## config.mk

```make
export PLATFORM = sky130hd
export DESIGN_NAME = time_set_ctrl
export DESIGN_NICKNAME = d
export VERILOG_FILES = /design/src/rtl/time_set_ctrl_pkg.sv /design/src/rtl/time_set_ctrl_edge.sv /design/src/rtl/time_set_ctrl.sv
export SDC_FILE = /design/constraint.sdc
export NUM_CORES = 1
export LEC_CHECK = 0
export ABC_AREA = 1
export CORE_AREA = 2 2 56 58
export CTS_BUF_LIST = sky130_fd_sc_hd__clkbuf_4
export CTS_CLUSTER_SIZE = 16
export DETAILED_ROUTE_END_ITERATION = 7
export DIE_AREA = 0 0 58 60
export MAX_ROUTING_LAYER = met4
export PLACE_DENSITY = 0.88
export SETUP_SLACK_MARGIN = 0.3
export SYNTH_ARGS = -nofsm -noshare
export SYNTH_HDL_FRONTEND = slang
export SYNTH_SLANG_ARGS = --single-unit
```

## constraint.sdc

```tcl
create_clock -name clk -period 2 [get_ports clk]
set_input_delay 0.4 -clock clk [delete_from_list [all_inputs] [get_ports clk]]
set_output_delay 0.4 -clock clk [all_outputs]
set_load 0.02 [all_outputs]
```

## src/rtl/time_set_ctrl_pkg.sv

```systemverilog
// Shared definitions for the front-panel time/calendar set sequencer:
// state encodings, button indices and blink_mask field positions.
package time_set_ctrl_pkg;

  localparam int unsigned BTN_W      = 4;
  localparam int unsigned BTN_MODE   = 0;
  localparam int unsigned BTN_UP     = 1;
  localparam int unsigned BTN_CANCEL = 2;
  localparam int unsigned BTN_CLR    = 3;

  localparam int unsigned FLD_W   = 4;
  localparam int unsigned FLD_HR  = 0;
  localparam int unsigned FLD_MIN = 1;
  localparam int unsigned FLD_MM  = 2;
  localparam int unsigned FLD_DD  = 3;

  localparam int unsigned MODE_W = 3;

  typedef enum logic [MODE_W-1:0] {
    ST_RUN     = 3'd0,
    ST_SET_HR  = 3'd1,
    ST_SET_MIN = 3'd2,
    ST_SET_MON = 3'd3,
    ST_SET_DAY = 3'd4
  } state_t;

  // One-hot field selected by a set state; zero outside the set states.
  function automatic logic [FLD_W-1:0] field_sel(input state_t st);
    logic [FLD_W-1:0] sel;
    sel = '0;
    case (st)
      ST_SET_HR:  sel[FLD_HR]  = 1'b1;
      ST_SET_MIN: sel[FLD_MIN] = 1'b1;
      ST_SET_MON: sel[FLD_MM]  = 1'b1;
      ST_SET_DAY: sel[FLD_DD]  = 1'b1;
      default:    sel = '0;
    endcase
    return sel;
  endfunction

endpackage

```

## src/rtl/time_set_ctrl_edge.sv

```systemverilog
// Rising-edge detector for one synchronised button: one-cycle registered
// pulse, one cycle after the input rises.
module time_set_ctrl_edge (
  input  logic clk,
  input  logic rst,
  input  logic din,
  output logic pulse
);

  logic prev;

  always_ff @(posedge clk) begin
    if (rst) begin
      prev  <= 1'b0;
      pulse <= 1'b0;
    end else begin
      prev  <= din;
      pulse <= din & ~prev;
    end
  end

endmodule

```

## src/rtl/time_set_ctrl.sv

```systemverilog
// Front-panel set sequencer: walks hour/minute/month/day, issues increment and
// seconds-clear strobes, freezes timekeeping while setting, drives blink masks.
module time_set_ctrl
  import time_set_ctrl_pkg::*;
#(
  parameter int unsigned TIMEOUT_S   = 30,
  parameter int unsigned REPEAT_DLY  = 4,
  parameter int unsigned REPEAT_RATE = 2,
  parameter int unsigned BLINK_DIV   = 2
) (
  input  logic              clk,
  input  logic              rst,
  input  logic              tick_1hz,
  input  logic              tick_fast,
  input  logic [BTN_W-1:0]  btn,
  output logic [MODE_W-1:0] mode,
  output logic              run_en,
  output logic              inc_hr,
  output logic              inc_min,
  output logic              inc_mm,
  output logic              inc_dd,
  output logic              clr_sec,
  output logic [FLD_W-1:0]  blink_mask
);

  localparam int unsigned IDLE_W = $clog2(TIMEOUT_S + 1);
  localparam int unsigned RPT_W  = $clog2(REPEAT_DLY + 1);
  localparam int unsigned BLK_W  = $clog2(BLINK_DIV + 1);

  logic [BTN_W-1:0] btn_edge;

  state_t            state_q, state_d;
  logic [FLD_W-1:0]  inc_q, inc_d;
  logic              clr_q, clr_d;
  logic              run_en_q, run_en_d;
  logic [FLD_W-1:0]  blink_q, blink_d;
  logic              touched_q, touched_d;
  logic [IDLE_W-1:0] idle_q, idle_d, idle_inc;
  logic [RPT_W-1:0]  rpt_q, rpt_d, rpt_inc;
  logic [BLK_W-1:0]  bcnt_q, bcnt_d, bcnt_inc;
  logic              phase_q, phase_d;
  logic              in_set, any_edge, rpt_fire, do_exit;

  for (genvar i = 0; i < int'(BTN_W); i++) begin : g_edge
    time_set_ctrl_edge u_edge (
      .clk   (clk),
      .rst   (rst),
      .din   (btn[i]),
      .pulse (btn_edge[i])
    );
  end

  always_ff @(posedge clk) begin
    if (rst) begin
      state_q   <= ST_RUN;
      inc_q     <= '0;
      clr_q     <= 1'b0;
      run_en_q  <= 1'b1;
      blink_q   <= '0;
      touched_q <= 1'b0;
      idle_q    <= '0;
      rpt_q     <= '0;
      bcnt_q    <= '0;
      phase_q   <= 1'b0;
    end else begin
      state_q   <= state_d;
      inc_q     <= inc_d;
      clr_q     <= clr_d;
      run_en_q  <= run_en_d;
      blink_q   <= blink_d;
      touched_q <= touched_d;
      idle_q    <= idle_d;
      rpt_q     <= rpt_d;
      bcnt_q    <= bcnt_d;
      phase_q   <= phase_d;
    end
  end

  always_comb begin
    state_d   = state_q;
    inc_d     = '0;
    clr_d     = 1'b0;
    touched_d = touched_q;
    idle_d    = idle_q;
    rpt_d     = rpt_q;
    bcnt_d    = bcnt_q;
    phase_d   = phase_q;
    do_exit   = 1'b0;
    rpt_fire  = 1'b0;
    in_set    = |field_sel(state_q);
    any_edge  = |btn_edge;
    idle_inc  = idle_q + IDLE_W'(1);
    rpt_inc   = rpt_q + RPT_W'(1);
    bcnt_inc  = bcnt_q + BLK_W'(1);

    // Auto-repeat: first fire at REPEAT_DLY, then reload so each REPEAT_RATE ticks refire
    if (in_set && btn[BTN_UP]) begin
      if (tick_fast) begin
        if (rpt_inc == RPT_W'(REPEAT_DLY)) begin
          rpt_fire = 1'b1;
          rpt_d    = RPT_W'(REPEAT_DLY - REPEAT_RATE);
        end else begin
          rpt_d = rpt_inc;
        end
      end
    end else begin
      rpt_d = '0;
    end

    if (!in_set || any_edge) begin
      idle_d = '0;
    end else if (tick_1hz) begin
      idle_d = idle_inc;
    end

    // One command per cycle: CANCEL > MODE > UP > CLR; timeout only with no edge at all
    case (state_q)
      ST_RUN: begin
        if (btn_edge[BTN_MODE] && !btn_edge[BTN_CANCEL]) state_d = ST_SET_HR;
      end
      ST_SET_HR, ST_SET_MIN, ST_SET_MON, ST_SET_DAY: begin
        if (btn_edge[BTN_CANCEL]) begin
          do_exit = 1'b1;
        end else if (btn_edge[BTN_MODE]) begin
          case (state_q)
            ST_SET_HR:  state_d = ST_SET_MIN;
            ST_SET_MIN: state_d = ST_SET_MON;
            ST_SET_MON: state_d = ST_SET_DAY;
            default:    do_exit = 1'b1;
          endcase
        end else if (btn_edge[BTN_UP]) begin
          inc_d = field_sel(state_q);
        end else if (btn_edge[BTN_CLR]) begin
          clr_d = 1'b1;
        end else if (tick_1hz && idle_inc >= IDLE_W'(TIMEOUT_S)) begin
          do_exit = 1'b1;
        end else if (rpt_fire) begin
          inc_d = field_sel(state_q);
        end
      end
      default: state_d = ST_RUN;
    endcase

    if (do_exit) begin
      state_d   = ST_RUN;
      clr_d     = touched_q;
      touched_d = 1'b0;
    end else if (inc_d[FLD_MIN]) begin
      touched_d = 1'b1;
    end

    if (state_d == ST_RUN) idle_d = '0;
    if (state_d != state_q) rpt_d = '0;

    // Blink phase restarts visible on entry and is held visible while UP is down
    if (state_d == ST_RUN || btn[BTN_UP]) begin
      bcnt_d  = '0;
      phase_d = 1'b0;
    end else if (tick_fast) begin
      if (bcnt_inc == BLK_W'(BLINK_DIV)) begin
        bcnt_d  = '0;
        phase_d = ~phase_q;
      end else begin
        bcnt_d = bcnt_inc;
      end
    end

    run_en_d = (state_d == ST_RUN);
    blink_d  = phase_d ? field_sel(state_d) : '0;
  end

  assign mode       = state_q;
  assign run_en     = run_en_q;
  assign inc_hr     = inc_q[FLD_HR];
  assign inc_min    = inc_q[FLD_MIN];
  assign inc_mm     = inc_q[FLD_MM];
  assign inc_dd     = inc_q[FLD_DD];
  assign clr_sec    = clr_q;
  assign blink_mask = blink_q;

endmodule

```

# == Word-level counts from Yosys, hierarchy flattened ==
# Index checks and enable logic that the tools add are counted.
# totals
regBits,33
input_bits,8
out_inout_bits,13
word_cells,107
# classes
add_sub_neg,3
magnitude_cmp,1
n_eq_ne,11
n_mux,42
bitwise,12
reduce_logical,19
# op_table
operator,count
2-to-1 mux 1 bit,27
2-to-1 mux 4 bit,4
OR reduction 4 bit,4
2-to-1 mux 3 bit,5
== test 3 x 2 -> 1 bit (second input constant),4
== test 3 bit (second input constant),3
case mux 3 bit (3 select lines),1
OR reduction 3 bit,3
2-to-1 mux 2 bit,4
inverter 1 bit,8
== test 3 x 1 -> 1 bit (second input constant),2
zero test 3 bit,2
case mux 3 bit (2 select lines),1
OR reduction 2 bit,3
adder 5 x 1 -> 5 bit (second input constant),1
>= comparator 5 bit (second input constant),1
AND 1 bit,4
adder 3 x 1 -> 3 bit (second input constant),1
logical AND 1 bit,3
inequality test 3 bit,1
adder 2 x 1 -> 2 bit (second input constant),1
== test 2 bit (second input constant),1
zero test 1 bit,2
logical OR 1 bit,2

# == Depth between registers and ports, before layout ==
# Gate-level depths: netlist of the first run.
# logic_depth
word_depth,15
mapped_depth,15
mapped_depth_nobuf,15

# == By module ==
# From an unflattened synthesis of the first run, not the netlist that was laid out.
# hier_totals
hier_cells,184
area_unflattened_um2,1541.5
# modules_own_cells
module,instances,cells_per_inst,area_each_um2
time_set_ctrl,1,160,1301.2
time_set_ctrl_edge,4,6,60.1

# == Worst setup path before layout of the first run ==
# Ideal clock, no wire load.
# synth_timing
kind,reg-to-reg
start,register idle_q[1]
end,register rpt_q[2]
setup_time_ns,0.117
arrival_ns,1.530
required_ns,1.883
setup_slack_ns,0.353
stages_incl_launch_ff,15
n_path_buf,0
path_cell_list,dfxtp_1 inv_1 ha_1 nand2_1 nand3_2 nor2_2 nand3_2 nand2_4 nand2_4 nand2_2 nand2_1 nand2_1 nor2_2 nand2_2 nor2_1
# synth_via
elab_chain_len,12
# synth_lines
element,line,text
from (decl),time_set_ctrl.sv:38,"logic [IDLE_W-1:0] idle_q, idle_d, idle_inc;"
from (signal assigned),time_set_ctrl.sv:72,idle_q <= idle_d;
adder 5 x 1 -> 5 bit,time_set_ctrl.sv:92,idle_inc = idle_q + IDLE_W'(1);
>= comparator 5 bit,time_set_ctrl.sv:135,end else if (tick_1hz && idle_inc >= IDLE_W'(TIMEOUT_S)) begin
logical AND 1 bit,time_set_ctrl.sv:135,
2-to-1 mux 1 bit,time_set_ctrl.sv:135,
2-to-1 mux 1 bit,time_set_ctrl.sv:133,end else if (btn_edge[BTN_CLR]) begin
2-to-1 mux 1 bit,time_set_ctrl.sv:131,end else if (btn_edge[BTN_UP]) begin
2-to-1 mux 1 bit,time_set_ctrl.sv:124,end else if (btn_edge[BTN_MODE]) begin
2-to-1 mux 1 bit,time_set_ctrl.sv:122,if (btn_edge[BTN_CANCEL]) begin
2-to-1 mux 1 bit,time_set_ctrl.sv:117,case (state_q)
2-to-1 mux 3 bit,time_set_ctrl.sv:144,if (do_exit) begin
inequality test 3 bit,time_set_ctrl.sv:153,if (state_d != state_q) rpt_d = '0;
OR reduction 3 bit (no source line),--,
to (signal assigned),time_set_ctrl.sv:73,rpt_q <= rpt_d;
to (decl),time_set_ctrl.sv:39,"logic [RPT_W-1:0] rpt_q, rpt_d, rpt_inc;"
# No other way between the ends.
# A chain may end at the register's enable or synchronous reset.

# == Worst setup path after layout of the first run ==
# layout_timing
start,register idle_q[1]
end,register rpt_q[1]
# Same word-level chain as after synthesis.

==> run metrics, run 1 <==
yosys warns 0; pin count of the biggest net entering global routing 14; storage element area 672 sq um; element type at the critical path end register; worst reg-to-reg setup slack around 210 ps; grt met1 use between 20% and 30%; DR vias/cell 5.06; htree depth 2; Total GRT Usage between 10% and 20%; Die W approximately 58 um; Crit. Startpoint idle_q[1]; worst rel slew slack 61.9%; CTS buffer count 5; final setup vio count 0; Synth Register Bits 33; vias in the first global route 1,197; grt met3 use under 10%; pre-CTS WS roughly 100 ps; critical path's top delay family simple AND/OR/NAND/NOR gates; Clk pin slew, worst setup/hold paths 90 ps; core area approximately 2900 sq um; Distinct cells, synth 32; Leak about 0.84 nW; die height roughly 60 um; Mapped Nets approximately 210; Layout fillers 216; PnR worst setup slack between 200 and 250 ps; Detail Route Antenna Nets 0; GR Layer Usage met2 about 33%; critical path's most frequent cell nand2_4; final hold violations 0; Cells after Synth between 150 and 200; DRT Wirelength 3230 um; per-cell routed wire length 12.3 um; worst-margin pin slew ~570 ps; syn avg cell area 7.93 sq um; Starting Density 52.5%; Worst path depth 14; RSZ-0062 raised after global routing true; RR Endpoint rpt_q[1]; row count 20; Final Critical Period 1790 ps; die area between 3000 and 4000 sq um; CP Launch Type register; multi-input logic area around 850 sq um; fin crit share approximately 90%; crit path buf inv count 2; end point of the critical path rpt_q[1]; Seq/Total Area, Yosys between 40% and 50%; Area contributors post-synth dfxtp_1 43%, nand2_1 9.1%, inv_1 6.2%; Yosys top cell by area dfxtp_1; routed via count 1,330; initial antenna violation count 0; Worst Reg-to-Reg Cells 14; fmax 0.560 GHz; Antenna Diode Count 0; WP data arrival approximately 2000 ps; Final Skew 7.66 ps; # port buffers 20; Post-layout nets roughly 240; CP Cell Sequence inv_2, ha_4, nand2_4, nand3_4, nor2_4, nand3_2, nand2_4, nand2_8, nand2_4, nand2_1, nand2_1, inv_1, nand2_2, nor2_1; total I/O pin count 21; grt ovf 0; number of remaining DRC errors 0; CTS Buffer Depth 2; clk_lat worst skew between 300 and 400 ps; fin. max-slew vios 0; Yosys top cell area share a little over two fifths; drt first pass iters 4; worst hold margin ~390 ps; VDD IR-drop max just under 0.0006 V; run status finished, final reports clean; critical path data required time around 2200 ps; CTS tree yes; CP Class register to register; R2R Path Start idle_q[1]; detailed-placement wirelength estimate around 2000 um; setup TNS 0 ps; PD cells 592 nW/um^2; gr busiest metal met2; first-pass GRT wire length around 5000 um; Slowest Stage Delay on Critical Path slightly below 400 ps; 1st-iter DRT viols 43; maxcap violations 0; CTS Hold Bufs 0; clock root cell clkbuf_4; RePlAce Congestion 0.904; crit path max fanout 5; Area Overhead vs Synth 33.4%; share of cells above drive strength 1 30.0%; Hold Crit Class register to register; CP max stage cell dfxtp_4; CTS Sinks 33; netlist area before placement 1520 sq um
==> kinds of logic after synthesis <==
family          synth area share, %
xor+xnor                       1.73
compound gates                 6.33
flops                          43.4
simple gates                   36.2
fa+ha+maj                      4.11
buf+inv                        8.22
==> worst min-delay path by stage <==
stage | cells after the start | to | slack (ps) | startpoint
6_report | 1 | g_edge[3].u_edge.pulse | 390 | g_edge[3].u_edge.prev
5_1_grt | 1 | g_edge[0].u_edge.pulse | 400 | g_edge[0].u_edge.prev
4_1_cts | 1 | g_edge[0].u_edge.pulse | 400 | g_edge[0].u_edge.prev
3_5_place_dp | 1 | g_edge[3].u_edge.pulse | 380 | g_edge[3].u_edge.prev
3_3_place_gp | 1 | g_edge[1].u_edge.pulse | 380 | g_edge[1].u_edge.prev
2_1_floorplan | 1 | g_edge[0].u_edge.pulse | 370 | g_edge[0].u_edge.prev
==> per-layer routing <==
layer / vias to the layer above / share of wire [%]
met5: - / 0
met4: 0 / 3.1
met3: 10 / 6.5
met2: 47 / 51
met1: 589 / 39
li1: 684 / -
==> final cells by class <==
type | count | share of cell area, %
inverters | 31 | 5.98
clock inverters | 1 | 0.185
flip-flops and latches | 33 | 33.1
repair buffers | 32 | 14.5
clock buffers | 6 | 2.22
multi-input cells | 127 | 42.0
well taps | 33 | 2.03
==> sequential cells by signal, summed over array words and instances (netlist names) <==
name,cells
run_en,1
rpt_q,3
phase_q,1
clr_sec,1
blink_mask,4
touched_q,1
idle_q,5
inc_q,4
g_edge.u_edge.pulse,4
g_edge.u_edge.prev,4
bcnt_q,2
mode,3
==> placed cells by master, fill, tap and decap left out, types with 2 or more instances in the layout <==
cell type         n
a21oi_1           4
buf_4            11
clkbuf_4          6
clkdlybuf4s50_1  17
dfxtp_1          28
dfxtp_2           3
dfxtp_4           2
dlygate4sd2_1     2
ha_1              3
ha_4              2
inv_1            23
inv_2             6
inv_4             2
nand2_1          33
nand2_2           5
nand2_4           6
nand3_1           6
nand3_2           2
nand3_4           2
nand4_1           3
nor2_1           16
nor2_2            8
nor3_1           11
nor3_4            2
nor4_1            2
o21ai_0           4
o21ai_1           2
o22ai_1           2
xnor2_1           2
==> stage by stage <==
stage	util, %	std cells	total power [W]	instance area [sq um]
after floorplan	-	192	0.000787	1520
after global placement	61.5	247	0.000830	1790
after detailed placement	61.5	247	0.000833	1790
after CTS	66.1	258	0.00119	1920
after global routing	70.0	263	0.00125	2030
final	70.0	263	0.00120	2030
==> synthesized netlist by cell type <==
cell type   n
nor3_2      1
ha_1        5
nand3_1     7
o22ai_1     2
o21ai_2     1
xnor2_1     2
nand2_1    37
and2_4      1
or2_2       1
nand4_4     1
o21ai_0     4
nor2_1     18
nand2_2     3
nand3_2     3
nand4_1     3
inv_2       6
nor2_2      7
dfxtp_1    33
buf_2       1
inv_1      25
o21ai_1     2
nor3_1     12
or2_1       1
clkbuf_1    1
nor4_1      2
xor2_1      1
a21oi_1     4
nor3_4      1
a21oi_4     1
nand2_4     4
nor3b_2     1
a21oi_2     1
==> report_power, final <==
group	total, W	leakage [nW]	internal (W)	switching [W]
Clock	0.000350	0.0292	0.000141	0.000209
Combinational	0.000173	0.540	0.0000713	0.000101
Sequential	0.000681	0.271	0.000668	0.0000124
==> timing repair <==
action	CTS	global route
endpoints found under the setup margin	17	20
setup buffers	3	5
gates resized for setup	14	21
cloned	1	0
pin swaps	3	13
Note: power is estimated with default switching activity, not from simulation.
==> run 2: changes to the inputs <==
- CORE_AREA: 2 2 56 58 -> 2 2 52 54
- DIE_AREA: 0 0 58 60 -> 0 0 54 56
- DONT_BUFFER_PORTS: unset -> 1
==> run metrics, run 2 (same netlist as run 1, synthesis figures left out) <==
Post-DP Area 1560 sq um (-13%); clock root cell clkbuf_4; per-cell routed wire length 15.6 um (+27%); worst rel slew slack 75.9% (+14 points); storage element area 674 sq um (+0.37%); max FFs per register 5 (unchanged); Final Skew 16.8 ps (+9.15 ps); number of remaining DRC errors 0 (unchanged); DRT Wirelength 3660 um (+13%); Hold Crit Class input pin to register; CTS Sinks 33 (unchanged); Crit. Startpoint idle_q[1]; grt ovf 0 (unchanged); Antenna Diode Count 0 (unchanged); CTS buffer count 5 (unchanged); most common cell after layout, fill and taps aside nand2_1; crit path buf inv count 1 (-1); CP max stage cell dfxtp_4; pin count of the biggest net entering global routing 15 (+1); Slowest Stage Delay on Critical Path 390 ps (about the same); # port buffers 0 (-100%); detailed-placement wirelength estimate 2170 um (+6.0%); critical path data required time 2290 ps (+50 ps); VDD IR-drop max 0.000580 V (+0.47%); maxcap violations 0 (unchanged); core area 2430 sq um (-16%); fin. max-slew vios 0 (unchanged); commonest non-fill, non-tap cells in the layout 31 x nand2_1, 28 x dfxtp_1, 24 x inv_1; share of cells above drive strength 1 33.2% (+3.2 points); worst reg-to-reg setup slack 170 ps (-40 ps); WP data arrival 2110 ps (+90 ps); crit path max fanout 5 (unchanged); end point of the critical path rpt_q[0]; DR vias/cell 5.93 (+17%); fin crit share 91.3% (+2.0 points); Clk pin slew, worst setup/hold paths 100 ps (about the same); PD cells 655 nW/um^2 (+11%); die height 56 um (-6.7%); setup TNS 0 ps (unchanged); Leak 0.719 nW (-14%); Area Overhead vs Synth 18.3%; Worst Reg-to-Reg Cells 13 (-1); RR Endpoint rpt_q[0]; first-pass GRT wire length 5600 um (+12%); Post-layout nets 218 (-10%); CP Cell Sequence inv_2, ha_4, nand2_2, nand3_4, nor2_4, nand3_2, nand2_4, nand2_8, nand3_1, nand2_2, nor2_2, nand2_2, nor2_1; CTS tree yes; final hold violations 0 (unchanged); Top reg by flops idle_q; drt first pass iters 4 (unchanged); routed via count 1,393 (+4.7%); htree depth 2 (unchanged); element type at the critical path end register; Total GRT Usage 26.4% (+6.4 points); hold path depth 1 (unchanged); Die W 54 um (-6.9%); CTS Buffer Depth 2 (unchanged); Worst path depth 13 (-1); 1st-iter DRT viols 58 (+35%); vias in the first global route 1,263 (+5.5%); total I/O pin count 21 (unchanged); clk_lat worst skew 350 ps (about the same); RePlAce Congestion 0.906 (+0.31%); critical path's most frequent cell nand2_2; final setup vio count 0 (unchanged); R2R Path Start idle_q[1]; multi-input logic area 867 sq um (+1.6%); initial antenna violation count 0 (unchanged); fmax 0.547 GHz (-2.2%); CP Class register to register; CP Launch Type register; die area 3020 sq um (-13%); Final Critical Period 1830 ps (+40.5 ps); run status finished, final reports clean; worst-margin pin slew 360 ps (-208 ps); RSZ-0062 raised after global routing true; Detail Route Antenna Nets 0 (unchanged); critical path's top delay family simple AND/OR/NAND/NOR gates; total power 0.00118 W (-1.9%); Starting Density 62.6% (+10 points); row count 18 (-10%); Layout fillers 156 (-28%); finished layout cell area 1800 sq um (-11%)
==> run 2: cell types whose count changed in the layout (fill, tap and decap cells not counted), moves of 2 or more <==
cell,previous run,this run
nand2_1,33,31
nand2_4,6,4
clkdlybuf4s50_1,17,0
dlygate4sd2_1,2,0
nand2_2,5,8
buf_4,11,7
==> run 2: layer usage <==
layer / up-vias / GRT usage [%] / part of all wire (%)
met5: - / - / 0
li1: 638 / - / -
met4: 0 / 10.7 / 4.9
met2: 68 / 42.3 / 51
met1: 661 / 28.2 / 37
met3: 26 / 10.5 / 6.5
==> run 2: what timing repair did <==
action                                  CTS  global route
endpoints found under the setup margin   15            18
gates resized for setup                  19            16
pin swaps                                 7             9
setup buffers                             3             3
cloned                                    1             0
hold buffers                              0             0
==> run 2: where the power goes <==
| group | internal, W | leakage [nW] | total, W | switching, W |
|---|---|---|---|---|
| sequential | 0.000668 | 0.272 | 0.000685 | 0.0000173 |
| clock | 0.000141 | 0.0292 | 0.000358 | 0.000218 |
| combinational | 0.0000454 | 0.418 | 0.000137 | 0.0000917 |
| total | 0.000854 | 0.719 | 0.00118 | 0.000326 |
==> run 2: worst min path at each step <==
| stage | startpoint | end |
|---|---|---|
| after floorplan | g_edge[0].u_edge.prev | g_edge[0].u_edge.pulse |
| after global placement | g_edge[3].u_edge.prev | g_edge[3].u_edge.pulse |
| after detailed placement | g_edge[0].u_edge.prev | g_edge[0].u_edge.pulse |
| after CTS | rst | clr_sec |
| after global routing | rst | clr_sec |
| final | rst | clr_sec |
==> run 2: final cells by class <==
class                   count  share of cell area [%]
repair buffers              7                    2.92
inverters                  31                    6.74
clock buffers               6                    2.50
flip-flops and latches     33                    37.4
clock inverters             1                   0.208
multi-input cells         127                    48.1
well taps                  30                    2.08
==> run 2: stage by stage <==
step / util, % / std cells / setup WS, ps / hold WS, ps
4_1_cts: 70.9 / 232 / 276 / 98.8
6_report: 74.1 / 235 / 173 / 101
2_1_floorplan: - / 192 / 353 / 373
5_1_grt: 74.1 / 235 / 91.1 / 96.7
3_3_place_gp: 64.1 / 221 / 280 / 378
3_5_place_dp: 64.1 / 221 / 173 / 384
==> run 3: changes to the inputs <==
- HOLD_SLACK_MARGIN: unset -> 0.05
- TNS_END_PERCENT: unset -> 20
==> run metrics, run 3 (same netlist as run 1, synthesis figures left out) <==
run status finished, final reports clean; die area 3020 sq um (unchanged); crit path max fanout 5 (unchanged); Antenna Diode Count 0 (unchanged); internal power 0.000854 W (about the same); row count 18 (unchanged); Top reg by flops idle_q; Area Overhead vs Synth 15.7%; clock root cell clkbuf_4; total I/O pin count 21 (unchanged); Starting Density 62.6% (unchanged); critical path data required time 2290 ps (about the same); fin. max-slew vios 0 (unchanged); fmax 0.560 GHz (+2.2%); most common cell after layout, fill and taps aside nand2_1; grt ovf 0 (unchanged); drt first pass iters 7 (+3); vias in the first global route 1,252 (-0.87%); Total GRT Usage 26.1% (-0.22 points); routed via count 1,337 (-4.0%); CTS Hold Bufs 0 (unchanged); pre-CTS WS 173 ps (unchanged); element type at the critical path end register; CTS Sinks 33 (unchanged); RePlAce Congestion 0.906 (unchanged); DRT Wirelength 3440 um (-6.0%); Die W 54 um (unchanged); initial antenna violation count 0 (unchanged); Detail Route Antenna Nets 0 (unchanged); maxcap violations 0 (unchanged); CP Class register to register; final hold violations 0 (unchanged); finished layout cell area 1760 sq um (-2.2%); Hold Crit Class input pin to register; CP Launch Type register; WP data arrival 2080 ps (-30 ps); commonest non-fill, non-tap cells in the layout 31 x nand2_1, 28 x dfxtp_1, 24 x inv_1; Psw 0.000318 W (-2.5%); Cell Count, Final, Fillers Out 233 (-0.85%); fin crit share 89.3% (-2.0 points); VDD IR-drop max 0.000574 V (-0.99%); PnR worst setup slack 213 ps (+39.9 ps); RSZ-0062 raised after global routing true; Reg power frac 58.5% (+0.5 points); PD cells 665 nW/um^2 (+1.5%); CTS Buffer Depth 2 (unchanged); setup TNS 0 ps (unchanged); number of remaining DRC errors 0 (unchanged); placed insts 221 (unchanged); core area 2430 sq um (unchanged); Final Critical Period 1790 ps (-39.9 ps); Post-DP Area 1560 sq um (unchanged); detailed-placement wirelength estimate 2170 um (unchanged); final setup vio count 0 (unchanged); share of cells above drive strength 1 30.5% (-2.6 points); CTS tree yes; first-pass GRT wire length 5560 um (-0.73%); DR vias/cell 5.74 (-3.2%); # port buffers 0 (unchanged); Logic pwr share 11.1% (-0.5 points); pin count of the biggest net entering global routing 15 (unchanged); Sw Share 27.2% (-0.49 points); Clk pwr share 30.4% (about the same); worst-margin pin slew 367 ps (+6.96 ps); die height 56 um (unchanged); Post-layout nets 216 (-0.92%); Final Skew 21.1 ps (+4.25 ps); max FFs per register 5 (unchanged); clk_lat worst skew 350 ps (about the same); 1st-iter DRT viols 84 (+45%); per-cell routed wire length 14.8 um (-5.2%); Clk pin slew, worst setup/hold paths 100 ps (about the same); CTS buffer count 5 (unchanged); Leak 0.708 nW (-1.6%); worst rel slew slack 75.4% (-0.47 points); htree depth 2 (unchanged)
[run 3: changes by cell type in the layout (fill, tap and decap cells not counted)]
cell,delta
nor2_1,+3
nor2_2,-3
buf_4,-2
dfxtp_2,+1
dfxtp_4,-1
inv_2,+1
inv_4,-1
nand3_2,+1
nand3_4,-1
nor3_1,+1
nor3_2,-1
[run 3: power groups by stage]
stage               Sequential, W  Clock, W  Combinational (W)
finish                   0.000686  0.000357           0.000130
floorplan                0.000699         0          0.0000878
CTS                      0.000685  0.000357           0.000117
global placement         0.000701         0          0.0000945
detailed placement       0.000702         0          0.0000989
global route             0.000687  0.000382           0.000142
[run 3: critical path: stages, from the launching register on]
cell,delay (ps)
dfxtp_4,390
inv_2,50
ha_4,210
nand2_2,70
nand3_4,70
nor2_4,130
nand3_2,90
nand2_4,130
nand2_8,90
nand3_1,130
nand2_2,70
nor2_2,110
nand2_2,70
nor2_1,90
[run 3: per-stage QoR]
stage / util, % / hold slack, ps / power (W)
6_report: 72.4 / 97.3 / 0.00117
5_1_grt: 72.4 / 96.7 / 0.00121
4_1_cts: 70.7 / 98.8 / 0.00116
3_5_place_dp: 64.1 / 384 / 0.000801
3_3_place_gp: 64.1 / 378 / 0.000796
2_1_floorplan: - / 373 / 0.000787
[run 3: area by class of cell]
| type | instances | area [sq um] |
|---|---|---|
| multi-input cells | 127 | 847 |
| flip-flops and latches | 33 | 672 |
| fillers | 165 | 671 |
| inverters | 31 | 119 |
| clock buffers | 6 | 45.0 |
| repair buffers | 5 | 37.5 |
| well taps | 30 | 37.5 |
| clock inverters | 1 | 3.75 |
[run 3: worst paths after layout]
path | start | end | slack (ps) | depth (start not counted)
setup / recovery | idle_q[1] | rpt_q[1] | 210 | 13
hold / removal | rst | clr_sec | 100 | 1
setup reg to reg | idle_q[1] | rpt_q[1] | 210 | 13
hold reg to reg | g_edge[1].u_edge.prev | g_edge[1].u_edge.pulse | 380 | 1
[run 3: timing repair]
action	CTS	global route
setup endpoints to repair	15	18
resized for setup	18	10
gates cloned	1	0
pin swaps	7	6
setup buffers	3	1
[run 3: layer usage]
| metal | vias up | GRT usage, % | wire (um) |
|---|---|---|---|
| met4 | 0 | 10.7 | 98 |
| met3 | 15 | 10.5 | 229 |
| met1 | 622 | 28.4 | 1300 |
| met5 | - | - | 0 |
| met2 | 67 | 41.5 | 1810 |
| li1 | 633 | - | - |
